### config.mk
export PLATFORM = sky130hd
export DESIGN_NAME = mem_port_arbiter
export DESIGN_NICKNAME = d
export VERILOG_FILES = /design/src/rtl/mem_port_arbiter.sv
export SDC_FILE = /design/constraint.sdc
export NUM_CORES = 1
export LEC_CHECK = 0
export ABC_AREA = 1
export CAP_MARGIN = 20
export CORE_ASPECT_RATIO = 1.2
export CORE_MARGIN = 5
export CORE_UTILIZATION = 33
export CTS_CLUSTER_DIAMETER = 150
export DETAILED_ROUTE_END_ITERATION = 10
export PLACE_DENSITY = 0.8
export SLEW_MARGIN = 40
export SYNTH_ARGS = -nofsm -noshare
export SYNTH_HDL_FRONTEND = slang
export SYNTH_SLANG_ARGS = --single-unit
### constraint.sdc
create_clock -name clk -period 2.3 [get_ports clk]
set_clock_uncertainty 0.1 [all_clocks]
set_input_delay 0.345 -clock clk [delete_from_list [all_inputs] [get_ports clk]]
set_output_delay 0.345 -clock clk [all_outputs]
set_load 0.01 [all_outputs]
### src/rtl/mem_port_arbiter.sv
// Single-port memory arbiter between instruction fetch and load/store unit.
// Load/store has priority; a starvation counter forces fetch through after STARVE_LIMIT losses.
module mem_port_arbiter #(
    parameter int DATA_WIDTH     = 32,
    parameter int ADDR_WIDTH     = 32,
    parameter int MEM_ADDR_WIDTH = 8,
    parameter int STARVE_LIMIT   = 4
) (
    input  logic                      clk,
    input  logic                      arst_n,
    input  logic                      if_req_valid,
    output logic                      if_req_ready,
    input  logic [ADDR_WIDTH-1:0]     if_addr,
    output logic                      if_rsp_valid,
    output logic [DATA_WIDTH-1:0]     if_rsp_rdata,
    output logic                      if_rsp_err,
    input  logic                      ls_req_valid,
    output logic                      ls_req_ready,
    input  logic [ADDR_WIDTH-1:0]     ls_addr,
    input  logic                      ls_we,
    input  logic [DATA_WIDTH/8-1:0]   ls_be,
    input  logic [DATA_WIDTH-1:0]     ls_wdata,
    output logic                      ls_rsp_valid,
    output logic [DATA_WIDTH-1:0]     ls_rsp_rdata,
    output logic                      ls_rsp_err,
    output logic                      mem_en,
    output logic [DATA_WIDTH/8-1:0]   mem_we,
    output logic [MEM_ADDR_WIDTH-1:0] mem_addr,
    output logic [DATA_WIDTH-1:0]     mem_wdata,
    input  logic [DATA_WIDTH-1:0]     mem_rdata,
    output logic [31:0]               conflict_cnt
);

    localparam int SW = (STARVE_LIMIT > 0) ? $clog2(STARVE_LIMIT + 1) : 1;
    localparam logic [SW-1:0] STARVE_MAX = '1;

    logic [SW-1:0] starve_cnt;
    logic          force_if;
    logic          if_gnt;
    logic          ls_gnt;
    logic          if_oor;
    logic          ls_oor;
    logic          rsp_if;
    logic          rsp_ls;
    logic          rsp_err;
    logic          rsp_we;
    logic          unused_addr_lsbs;

    assign unused_addr_lsbs = ^{if_addr[1:0], ls_addr[1:0]};

    assign force_if = (STARVE_LIMIT != 0) &&
                      ({{(32-SW){1'b0}}, starve_cnt} >= 32'(STARVE_LIMIT));

    assign if_oor = |if_addr[ADDR_WIDTH-1:MEM_ADDR_WIDTH+2];
    assign ls_oor = |ls_addr[ADDR_WIDTH-1:MEM_ADDR_WIDTH+2];

    // Grants are gated by arst_n so readies and memory strobes read 0 while reset is held.
    assign ls_gnt = arst_n && ls_req_valid && !(if_req_valid && force_if);
    assign if_gnt = arst_n && if_req_valid && !ls_gnt;

    assign if_req_ready = if_gnt;
    assign ls_req_ready = ls_gnt;

    always_comb begin
        mem_en    = 1'b0;
        mem_we    = '0;
        mem_addr  = '0;
        mem_wdata = '0;
        if (ls_gnt) begin
            mem_en   = !ls_oor;
            mem_addr = ls_addr[MEM_ADDR_WIDTH+1:2];
            if (ls_we && !ls_oor) begin
                mem_we = ls_be;
            end
        end else if (if_gnt) begin
            mem_en   = !if_oor;
            mem_addr = if_addr[MEM_ADDR_WIDTH+1:2];
        end
        if (arst_n) begin
            mem_wdata = ls_wdata;
        end
    end

    always_ff @(posedge clk or negedge arst_n) begin
        if (!arst_n) begin
            starve_cnt   <= '0;
            conflict_cnt <= '0;
            rsp_if       <= 1'b0;
            rsp_ls       <= 1'b0;
            rsp_err      <= 1'b0;
            rsp_we       <= 1'b0;
        end else begin
            if (!if_req_valid || if_gnt) begin
                starve_cnt <= '0;
            end else if (ls_gnt && starve_cnt != STARVE_MAX) begin
                starve_cnt <= starve_cnt + 1'b1;
            end
            if (if_req_valid && ls_req_valid && conflict_cnt != 32'hFFFF_FFFF) begin
                conflict_cnt <= conflict_cnt + 32'd1;
            end
            rsp_if  <= if_gnt;
            rsp_ls  <= ls_gnt;
            rsp_err <= (if_gnt && if_oor) || (ls_gnt && ls_oor);
            rsp_we  <= ls_gnt && ls_we;
        end
    end

    // Memory read data lines up with the tags registered at the grant edge.
    assign if_rsp_valid = rsp_if;
    assign if_rsp_err   = rsp_if && rsp_err;
    assign if_rsp_rdata = (rsp_if && !rsp_err) ? mem_rdata : '0;

    assign ls_rsp_valid = rsp_ls;
    assign ls_rsp_err   = rsp_ls && rsp_err;
    assign ls_rsp_rdata = (rsp_ls && !rsp_err && !rsp_we) ? mem_rdata : '0;

endmodule

==> flow_summary.ini, run 1 <==
[status]
status = finished, final reports clean

[yosys]
syn-instance-count = 584
synth_cell_type_count = 23
synth-seq-cells = 39
synth_sequential_area_ratio_pct = 29.3
synthDominantCellAreaShare_pct = 29.3
synth-warning-count = 0
synth.avg_cell_area_sq_um = 5.71
post_synth_instance_area_sq_um = 3330
mappedNetlistNets = 724
yosys.area.top_type = sky130_fd_sc_hd__dfrtp_1
top_area_cells_in_the_synthesized_netlist = sky130_fd_sc_hd__dfrtp_1 29%, sky130_fd_sc_hd__nand2_1 23%, sky130_fd_sc_hd__nor2_1 15%, sky130_fd_sc_hd__inv_1 11%, sky130_fd_sc_hd__nand3_1 3.6%

[critical_path]
setup.worst_path.end_class = primary output
critical_path_buffer_and_inverter_count = 4
required_ns = 1.86
max_stage_delay_ns = 0.54
cp_most_frequent_cell = sky130_fd_sc_hd__clkdlybuf4s50_1
timing.critical_path.fanout_max = 11
worst-endpoint-arrival_ns = 1.77
crit_path_top_delay_cell = sky130_fd_sc_hd__clkdlybuf4s50_1
timing.critical_path.from_type = input pin
worst-setup-path-type = in -> out
timing.critical_path.max_delay_family = buffers and inverters
list_of_cells_traversed_by_the_critical_path = clkdlybuf4s50_1 > nand3_1 > inv_1 > buf_6 > clkdlybuf4s50_1

[grt]
grt_start_max_net_pins = 44
grt_util_met3_pct = 9.71
grt_pass1_wl_um = 24900
vias_in_the_first_global_route = 4704
global_route.overflow_total = 0
grt_use_met2_pct = 47.2
global_route.peak_usage_layer = met2
groute.usage.overall_pct = 26.6
grt_antenna_before_repair = 0
groute.layer.met1.usage_pct = 29.3

[cts]
cts_num_sinks = 39
clk_pin_slew_ns = 0.06
cts-buffers-inserted = 5
tritoncts = built
clock_path_buffers = 2
root_buffer = sky130_fd_sc_hd__clkbuf_16
cts_htree_levels = 2
worst_skew_pair_later_pin_latency_ns = 0.28
cts.hold.buffers_added = 0

[timing]
fmaxAchievable_mhz = 451
post-route-period-util_pct = 96.4
max_slew.worst_pin.slew_ns = 0.394
setup_viol = 0
post-route-min-period_ns = 2.22
rsz0062_at_grt = true
timing.final.hold_violations = 0
slew_viol_final = 0
maxSlewHeadroom_pct = 73.6
timing.setup.tns_ns = 0

[drt]
routed-via-count = 4685
first_iter_violations = 171
drt_pass1_iterations = 5
vias_per_inst = 4.68
wl_per_cell_um = 16.6
routed_wirelength_um = 16600
postRouteAntennaNets = 0
drc = 0

[cells_and_area]
num-nets-final = 1014
most-common-layout-cells = 243 x sky130_fd_sc_hd__clkdlybuf4s50_1, 200 x sky130_fd_sc_hd__nand2_1, 130 x sky130_fd_sc_hd__nor2_1
area_delta_synth_final_pct = 97.0
post-route-cell-area_sq_um = 6570
drive_above_1_share_pct = 6.51
fin_cells = 1002
final_common_cell = sky130_fd_sc_hd__clkdlybuf4s50_1

[floorplanning]
core_area_sq_um = 9960
floorplan.io_pins = 284
starting_density_pct = 33.5
rows = 40
die_ar_sq_um = 12200
die_width_um = 102
die-height_um = 120

[hold_path]
hold_path_class = in -> async

[power]
power_per_cell_area_nw_per_um2 = 341
power_leakage_nw = 3.43
peakVddDrop_v = 0.000321

[flow_run]
cap_viol_max_count = 0

[placed_design]
placed_cells = 991
dpl.hpwl_um = 14200
port-buffer-count = 279
placed_cell_area_sq_um = 6350
finalWeightedCongestion = 0.930
[timing repair]
action | in CTS | in global routing
endpoints found under the setup margin | 14 | 63
pin swaps | 1 | 9
gates cloned | 0 | 0
resized for setup | 37 | 29
buffers inserted | 3 | 0
[power breakdown]
part | switching, W | internal [W] | total, W
Sequential | 0.0000578 | 0.000722 | 0.000780
Combinational | 0.000321 | 0.000462 | 0.000783
Clock | 0.000274 | 0.000401 | 0.000675
Total | 0.000653 | 0.00159 | 0.00224
[worst reg2reg max path: stages, from the launching register on]
cell and delay, ns:
sky130_fd_sc_hd__dfrtp_1 0.44, sky130_fd_sc_hd__ha_1 0.25, sky130_fd_sc_hd__inv_1 0.08, sky130_fd_sc_hd__nor2_2 0.14, sky130_fd_sc_hd__nand2_2 0.10, sky130_fd_sc_hd__nor2_4 0.15, sky130_fd_sc_hd__nand2_4 0.15, sky130_fd_sc_hd__nand2_4 0.17
sky130_fd_sc_hd__inv_2 0.14, sky130_fd_sc_hd__nand2_1 0.10, sky130_fd_sc_hd__nand2_1 0.06
[logic make-up (layout without fill, tap and decap cells)]
family,Yosys count,count (layout),synth area share (%)
and+or+nand+nor,402,402,50.1
other,0,1,0
DFF,39,39,29.3
AOI/OAI and AO/OA,13,13,2.85
buffers and inverters,116,407,13.7
adders and majority gates,3,3,1.13
xor gates and xnor gates,11,11,2.89
[cell usage after synthesis]
master and instances:
sky130_fd_sc_hd__nand2_1 201, sky130_fd_sc_hd__nor2_1 134, sky130_fd_sc_hd__inv_1 98, sky130_fd_sc_hd__dfrtp_1 39, sky130_fd_sc_hd__nand3_1 24, sky130_fd_sc_hd__nand4_1 13, sky130_fd_sc_hd__clkbuf_1 11, sky130_fd_sc_hd__nand3b_1 9
sky130_fd_sc_hd__a22o_1 8, sky130_fd_sc_hd__xnor2_1 7, sky130_fd_sc_hd__nor3_1 5, sky130_fd_sc_hd__o21ai_0 5, sky130_fd_sc_hd__nand2_2 4, sky130_fd_sc_hd__nor2_2 4, sky130_fd_sc_hd__or2_2 4, sky130_fd_sc_hd__xor2_1 4
sky130_fd_sc_hd__buf_4 3, sky130_fd_sc_hd__ha_1 3, sky130_fd_sc_hd__buf_2 2, sky130_fd_sc_hd__nand2_4 2, sky130_fd_sc_hd__nor2_4 2, sky130_fd_sc_hd__buf_6 1, sky130_fd_sc_hd__inv_2 1
[flip-flops by register name, summed over array words and instances (netlist names)]
signal and count:
conflict_cnt 32, rsp_we 1, if_rsp_valid 1, ls_rsp_valid 1
rsp_err 1, starve_cnt 3
[worst paths after layout]
kind / cells past startpoint / from / slack, ns / end
max: 5 / ls_req_valid / 0.08 / ls_req_ready
min: 2 / arst_n / 0.02 / conflict_cnt[11]
max reg2reg: 10 / conflict_cnt[0] / 0.31 / conflict_cnt[22]
min reg2reg: 2 / starve_cnt[1] / 0.43 / starve_cnt[1]
max in group asynchronous: 3 / arst_n / 1.67 / conflict_cnt[5]
min in group clk: 2 / starve_cnt[1] / 0.43 / starve_cnt[1]
[layout make-up]
type,count,area [sq um]
Clock buffer,7,133
Timing Repair Buffer,300,2990
Tap cell,126,158
Sequential cell,39,976
Multi-Input combinational cell,429,1930
Inverter,99,372
Antenna cell,1,2.50
Clock inverter,1,5.00
Fill cell,902,3390
[per-layer routing]
layer,up-vias,routed length (um)
met3,29,1900
met4,0,441
met5,-,0
li1,2320,-
met2,242,8230
met1,2094,6060
[stage by stage]
step / total power [W] / util (%) / worst slack (ns) / hold slack (ns)
after CTS: 0.00225 / 65.2 / 0.00403 / 0.0463
after global placement: 0.00156 / 63.7 / -0.359 / 0.339
after global routing: 0.00235 / 65.9 / -0.0259 / 0.0475
final: 0.00224 / 65.9 / 0.0836 / 0.0245
after detailed placement: 0.00158 / 63.7 / -0.414 / 0.345
after floorplan: 0.00103 / - / 0.511 / -0.0506
Note: power is estimated with default switching activity, not from simulation.
==> run 2, diff against run 1 <==
--- a/config.mk
+++ b/config.mk
@@ -6,6 +6,7 @@
 export NUM_CORES = 1
 export LEC_CHECK = 0
 export ABC_AREA = 1
+export ABC_CLOCK_PERIOD_IN_PS = 2300
 export CAP_MARGIN = 20
 export CORE_ASPECT_RATIO = 1.2
 export CORE_MARGIN = 5
@@ -17,3 +18,4 @@
 export SYNTH_ARGS = -nofsm -noshare
 export SYNTH_HDL_FRONTEND = slang
 export SYNTH_SLANG_ARGS = --single-unit
+export TNS_END_PERCENT = 5
==> run 2 against run 1 <==
Compared with the run above: via count hardly changed; critical path depth is 1 higher; die area stayed put; highest routed layer unchanged; sequential power hardly changed; largest cell class unchanged; non-clock buffer count is 2 lower; maximum frequency is 1.6% lower; first-iteration DRC count is 29% higher; worst setup slack worse by 0.037 ns; final area is 0.21% lower.
==> flow_summary.ini, run 2 (synthesis results as in run 1) <==
[power]
p_sw_w = 0.000652
power.share.combinational_pct = 35.0
power.internal_w = 0.00159
power_per_cell_area_nw_per_um2 = 342
power_leakage_nw = 3.39
power.share.switching_pct = 29.1
peakVddDrop_v = 0.000321
power.clock.fraction_pct = 30.1
sequentialPowerShare_pct = 34.9

[timing]
post-route-min-period_ns = 2.25
fmaxAchievable_mhz = 444
setup_viol = 0
rsz0062_at_grt = true
maxSlewHeadroom_pct = 73.7
max_slew.worst_pin.slew_ns = 0.393
slew_viol_final = 0
post-route-period-util_pct = 98.0
timing.final.hold_violations = 0
timing.setup.tns_ns = 0

[cells_and_area]
largest_register_ff_count = 32
top_regs = conflict_cnt x32, starve_cnt x3
num-nets-final = 1012
fin_cells = 1000
most-common-layout-cells = 248 x sky130_fd_sc_hd__clkdlybuf4s50_1, 200 x sky130_fd_sc_hd__nand2_1, 129 x sky130_fd_sc_hd__nor2_1
area_delta_synth_final_pct = 96.6
most_flops_register = conflict_cnt
drive_above_1_share_pct = 6.53
final_common_cell = sky130_fd_sc_hd__clkdlybuf4s50_1
final_core_utilization_pct = 65.8

[cts]
cts_htree_levels = 2
tritoncts = built
post_cts_buffers = 0
cts-buffers-inserted = 5
clk_pin_slew_ns = 0.06
clock_path_buffers = 2
cts_num_sinks = 39
root_buffer = sky130_fd_sc_hd__clkbuf_16
cts.hold.buffers_added = 0
worst_skew_pair_later_pin_latency_ns = 0.28

[critical_path]
crit_path_start = ls_addr[17]
worstReg2RegStart = conflict_cnt[0]
timing.critical_path.fanout_max = 3
r2r-end = conflict_cnt[22]
ff2ff_path_depth = 10
r2r_setup_slack_ns = 0.31
worst-setup-path-type = in -> out
required_ns = 1.86
timing.critical_path.from_type = input pin
setup.worst_path.end_class = primary output
critical_path.endpoint = mem_en
worst-endpoint-arrival_ns = 1.81

[hold_path]
hold_path_class = in -> async

[floorplanning]
rows = 40
die_ar_sq_um = 12200
starting_density_pct = 33.5
floorplan.io_pins = 284
die_width_um = 102
core_area_sq_um = 9960
die-height_um = 120

[grt]
groute.usage.overall_pct = 26.4
grt_antenna_before_repair = 0
global_route.overflow_total = 0
vias_in_the_first_global_route = 4678
grt_start_max_net_pins = 44
grt_pass1_wl_um = 24800

[placed_design]
port-buffer-count = 279
finalWeightedCongestion = 0.930
dpl.hpwl_um = 14200
placed_cells = 991

[drt]
drc = 0
postRouteAntennaNets = 0
vias_per_inst = 4.68
drt_pass1_iterations = 5
wl_per_cell_um = 16.6
first_iter_violations = 220
routed-via-count = 4682
routed_wirelength_um = 16600

[status]
status = finished, final reports clean

[flow_run]
cap_viol_max_count = 0
==> run 2: cell types whose count changed in the layout (fill, tap and decap cells not counted), sizes merged <==
cell and change:
buf -3, clkdlybuf4s50 +5, clkdlybuf4s15 +1, dlygate4sd2 -1
dlymetal6s2s -4
==> run 2: critical path, cell delays in order <==
cell,delay [ns]
sky130_fd_sc_hd__clkdlybuf4s50_1,0.42
sky130_fd_sc_hd__or2_4,0.26
sky130_fd_sc_hd__nor3_2,0.15
sky130_fd_sc_hd__nand3b_1,0.21
sky130_fd_sc_hd__o21ai_1,0.18
sky130_fd_sc_hd__clkdlybuf4s15_2,0.26
==> run 2: stage by stage <==
stage	total power, W	worst slack [ns]	hold slack, ns	area (sq um)
detailed placement	0.00158	-0.414	0.345	6350
floorplan	0.00103	0.511	-0.0506	3330
finish	0.00224	0.0468	0.0263	6550
global route	0.00235	-0.0379	0.0475	6550
global placement	0.00156	-0.359	0.339	6350
CTS	0.00225	-0.188	0.0463	6470
==> run 2: final cells by class <==
cell class	count	area [sq um]
diodes	1	2.50
inverters	99	372
clock buffers	7	133
well taps	126	158
clock inverters	1	5.00
fillers	903	3410
multi-input cells	429	1940
repair buffers	298	2970
flip-flops and latches	39	976
==> run 2: power groups by stage <==
stage               clock [W]  sequential, W  combinational, W
global placement            0       0.000790          0.000774
global route         0.000715       0.000789          0.000844
CTS                  0.000680       0.000781          0.000787
finish               0.000674       0.000780          0.000783
floorplan                   0       0.000794          0.000234
detailed placement          0       0.000791          0.000787
==> run 2: how the worst min path moves through the flow <==
stage	to	depth (start not counted)	slack (ns)
after floorplan	conflict_cnt[0]	0	-0.05
after global placement	conflict_cnt[29]	2	0.34
after detailed placement	conflict_cnt[29]	2	0.34
after CTS	conflict_cnt[29]	2	0.05
after global routing	conflict_cnt[29]	2	0.05
final	conflict_cnt[11]	2	0.03
==> run 2: what timing repair did <==
action | in CTS | in global routing
pin swaps | 0 | 1
resized for setup | 33 | 28
setup endpoints to repair | 14 | 65
==> run 2: metal layers <==
layer  vias up  global-route usage (%)  wire, um
met4         0                    7.23       434
met1      2108                    29.3      6030
li1       2313                       -         -
met5         -                       0         0
met3        27                    9.71      1940
met2       234                    46.8      8230
==> run 3, diff against run 2 <==
--- a/config.mk
+++ b/config.mk
@@ -8,12 +8,11 @@
 export ABC_AREA = 1
 export ABC_CLOCK_PERIOD_IN_PS = 2300
 export CAP_MARGIN = 20
-export CORE_ASPECT_RATIO = 1.2
-export CORE_MARGIN = 5
-export CORE_UTILIZATION = 33
+export CORE_AREA = 2 2 110 112
 export CTS_CLUSTER_DIAMETER = 150
 export DETAILED_ROUTE_END_ITERATION = 10
-export PLACE_DENSITY = 0.8
+export DIE_AREA = 0 0 112 114
+export PLACE_DENSITY = 0.71
 export SLEW_MARGIN = 40
 export SYNTH_ARGS = -nofsm -noshare
 export SYNTH_HDL_FRONTEND = slang
==> run 3 against run 2 <==
Compared with the run above: sequential power about the same; final cell count grew 2.0%; core utilization shrank 10 points; critical endpoint is now ls_req_ready; flip-flop and latch count stayed put; count of clock-buffer cells in the layout fell by 1; global-route usage decreased by 0.32 points; largest power group is now the clock network; power increased by 6.7%; critical path depth stayed put; first-iteration DRC count grew 54%; die area rose by 4.5%; combinational power is 1% higher.
==> flow_summary.ini, run 3 (synthesis results as in run 1) <==
[timing]
maxSlewHeadroom_pct = 73.0
timing.final.hold_violations = 0
slew_viol_final = 0
rsz0062_at_grt = true
fmaxAchievable_mhz = 441
post-route-min-period_ns = 2.27
final.hold.worst_slack_ns = 0.00530
setup_viol = 0
max_slew.worst_pin.slew_ns = 0.404
post-route-period-util_pct = 98.6

[cells_and_area]
final_core_utilization_pct = 55.8
most_flops_register = conflict_cnt
final_common_cell = sky130_fd_sc_hd__clkdlybuf4s50_1
num-nets-final = 1012
top_regs = conflict_cnt x32, starve_cnt x3
largest_register_ff_count = 32
most-common-layout-cells = 261 x sky130_fd_sc_hd__clkdlybuf4s50_1, 201 x sky130_fd_sc_hd__nand2_1, 131 x sky130_fd_sc_hd__nor2_1
layout.filler_cells = 1160
antenna_diode_count = 0
drive_above_1_share_pct = 6.41
area_delta_synth_final_pct = 95.9

[drt]
drt_pass1_iterations = 6
vias_per_inst = 4.51
routed_wirelength_um = 16800
drc = 0
routed-via-count = 4604
wl_per_cell_um = 16.5
postRouteAntennaNets = 0
first_iter_violations = 338

[critical_path]
timing.critical_path.max_delay_family = buffers and inverters
timing.critical_path.fanout_max = 11
r2r-end = conflict_cnt[19]
critical_path_buffer_and_inverter_count = 4
worst-setup-path-type = in -> out
cp_most_frequent_cell = sky130_fd_sc_hd__clkdlybuf4s50_1
required_ns = 1.86
worstReg2RegStart = conflict_cnt[1]
worst-endpoint-arrival_ns = 1.82
list_of_cells_traversed_by_the_critical_path = clkdlybuf4s50_1 > nand2_1 > nand3_1 > inv_1 > buf_4 > clkdlybuf4s50_1
setup.worst_path.end_class = primary output
max_stage_delay_ns = 0.57
crit_path_top_delay_cell = sky130_fd_sc_hd__clkdlybuf4s50_1
timing.critical_path.from_type = input pin
r2r_setup_slack_ns = 0.27
ff2ff_path_depth = 10

[power]
power_per_cell_area_nw_per_um2 = 366
power_leakage_nw = 3.15
peakVddDrop_v = 0.000412
finalPower_w = 0.00239

[floorplanning]
rows = 40
die_width_um = 112
die-height_um = 114
starting_density_pct = 28.5
die_ar_sq_um = 12800
floorplan.io_pins = 284
core_area_sq_um = 11700

[cts]
cts_htree_levels = 2
clock_path_buffers = 2
worst_skew_pair_later_pin_latency_ns = 0.28
root_buffer = sky130_fd_sc_hd__clkbuf_16
cts-buffers-inserted = 5
clk_pin_slew_ns = 0.06
cts.hold.buffers_added = 0
tritoncts = built
post_cts_buffers = 0
cts_num_sinks = 39

[grt]
global_route.overflow_total = 0
groute.usage.overall_pct = 26.1
vias_in_the_first_global_route = 4322
grt_pass1_wl_um = 25500
grt_antenna_before_repair = 1
grt_start_max_net_pins = 33

[placed_design]
port-buffer-count = 279
dpl.hpwl_um = 14200
finalWeightedCongestion = 0.927

[flow_run]
cap_viol_max_count = 0

[status]
status = finished, final reports clean

[hold_path]
hold_path_class = in -> async
==> run 3: cell count changes in the layout (fill, tap and decap cells not counted), sizes merged <==
cell,change
bufinv,+1
dlygate4sd2,-6
diode,-1
dlymetal6s2s,-14
clkdlybuf4s15,+4
clkbuf,+2
clkdlybuf4s50,+13
==> run 3: per-stage QoR <==
stage	std cells	cell area (sq um)	TNS, ns	worst slack [ns]
3_5_place_dp	1012	6360	-3.85	-0.352
5_1_grt	1020	6530	-0.103	-0.0615
6_report	1020	6530	0	0.0326
2_1_floorplan	584	3330	0	0.511
4_1_cts	1020	6520	0	0.0221
3_3_place_gp	1012	6360	-3.41	-0.328
==> run 3: power breakdown <==
| group | switching, W | internal [W] | leakage (nW) |
|---|---|---|---|
| Clock | 0.000277 | 0.000539 | 0.0868 |
| Combinational | 0.000330 | 0.000463 | 2.53 |
| Sequential | 0.0000577 | 0.000722 | 0.535 |
| Total | 0.000664 | 0.00172 | 3.15 |
==> run 3: per-layer routing <==
metal  wire length (um)  track usage, %  share of wire (%)
met1               7770            37.4                 46
met2               7100            39.7                 42
met3               1670            7.07                9.9
met4                283            5.53                1.7
met5                 14               0              0.083
==> run 3: layout make-up <==
class	instances	area [sq um]	share of cell area, %
Timing Repair Buffer	298	2910	44.6
Multi-Input combinational cell	429	1910	29.3
Sequential cell	39	976	14.9
Inverter	99	372	5.69
Tap cell	147	184	2.82
Clock buffer	6	139	2.13
Clock inverter	2	35.0	0.537
==> run 3: worst max path at each step <==
stage                        end  depth (start not counted)          from  slack, ns
global placement       mem_we[3]                          7   ls_addr[17]      -0.33
CTS                       mem_en                          6   ls_addr[17]       0.02
floorplan            mem_addr[0]                          5        arst_n       0.51
global route        ls_req_ready                          6  if_req_valid      -0.06
detailed placement     mem_we[2]                          7   ls_addr[17]      -0.35
finish              ls_req_ready                          6  if_req_valid       0.03
==> run 3: repair_timing <==
| item | in CTS | in global routing |
|---|---|---|
| pin swaps | 0 | 2 |
| resized for setup | 30 | 18 |
| hold endpoints to repair | 0 | 0 |
| setup endpoints to repair | 14 | 32 |
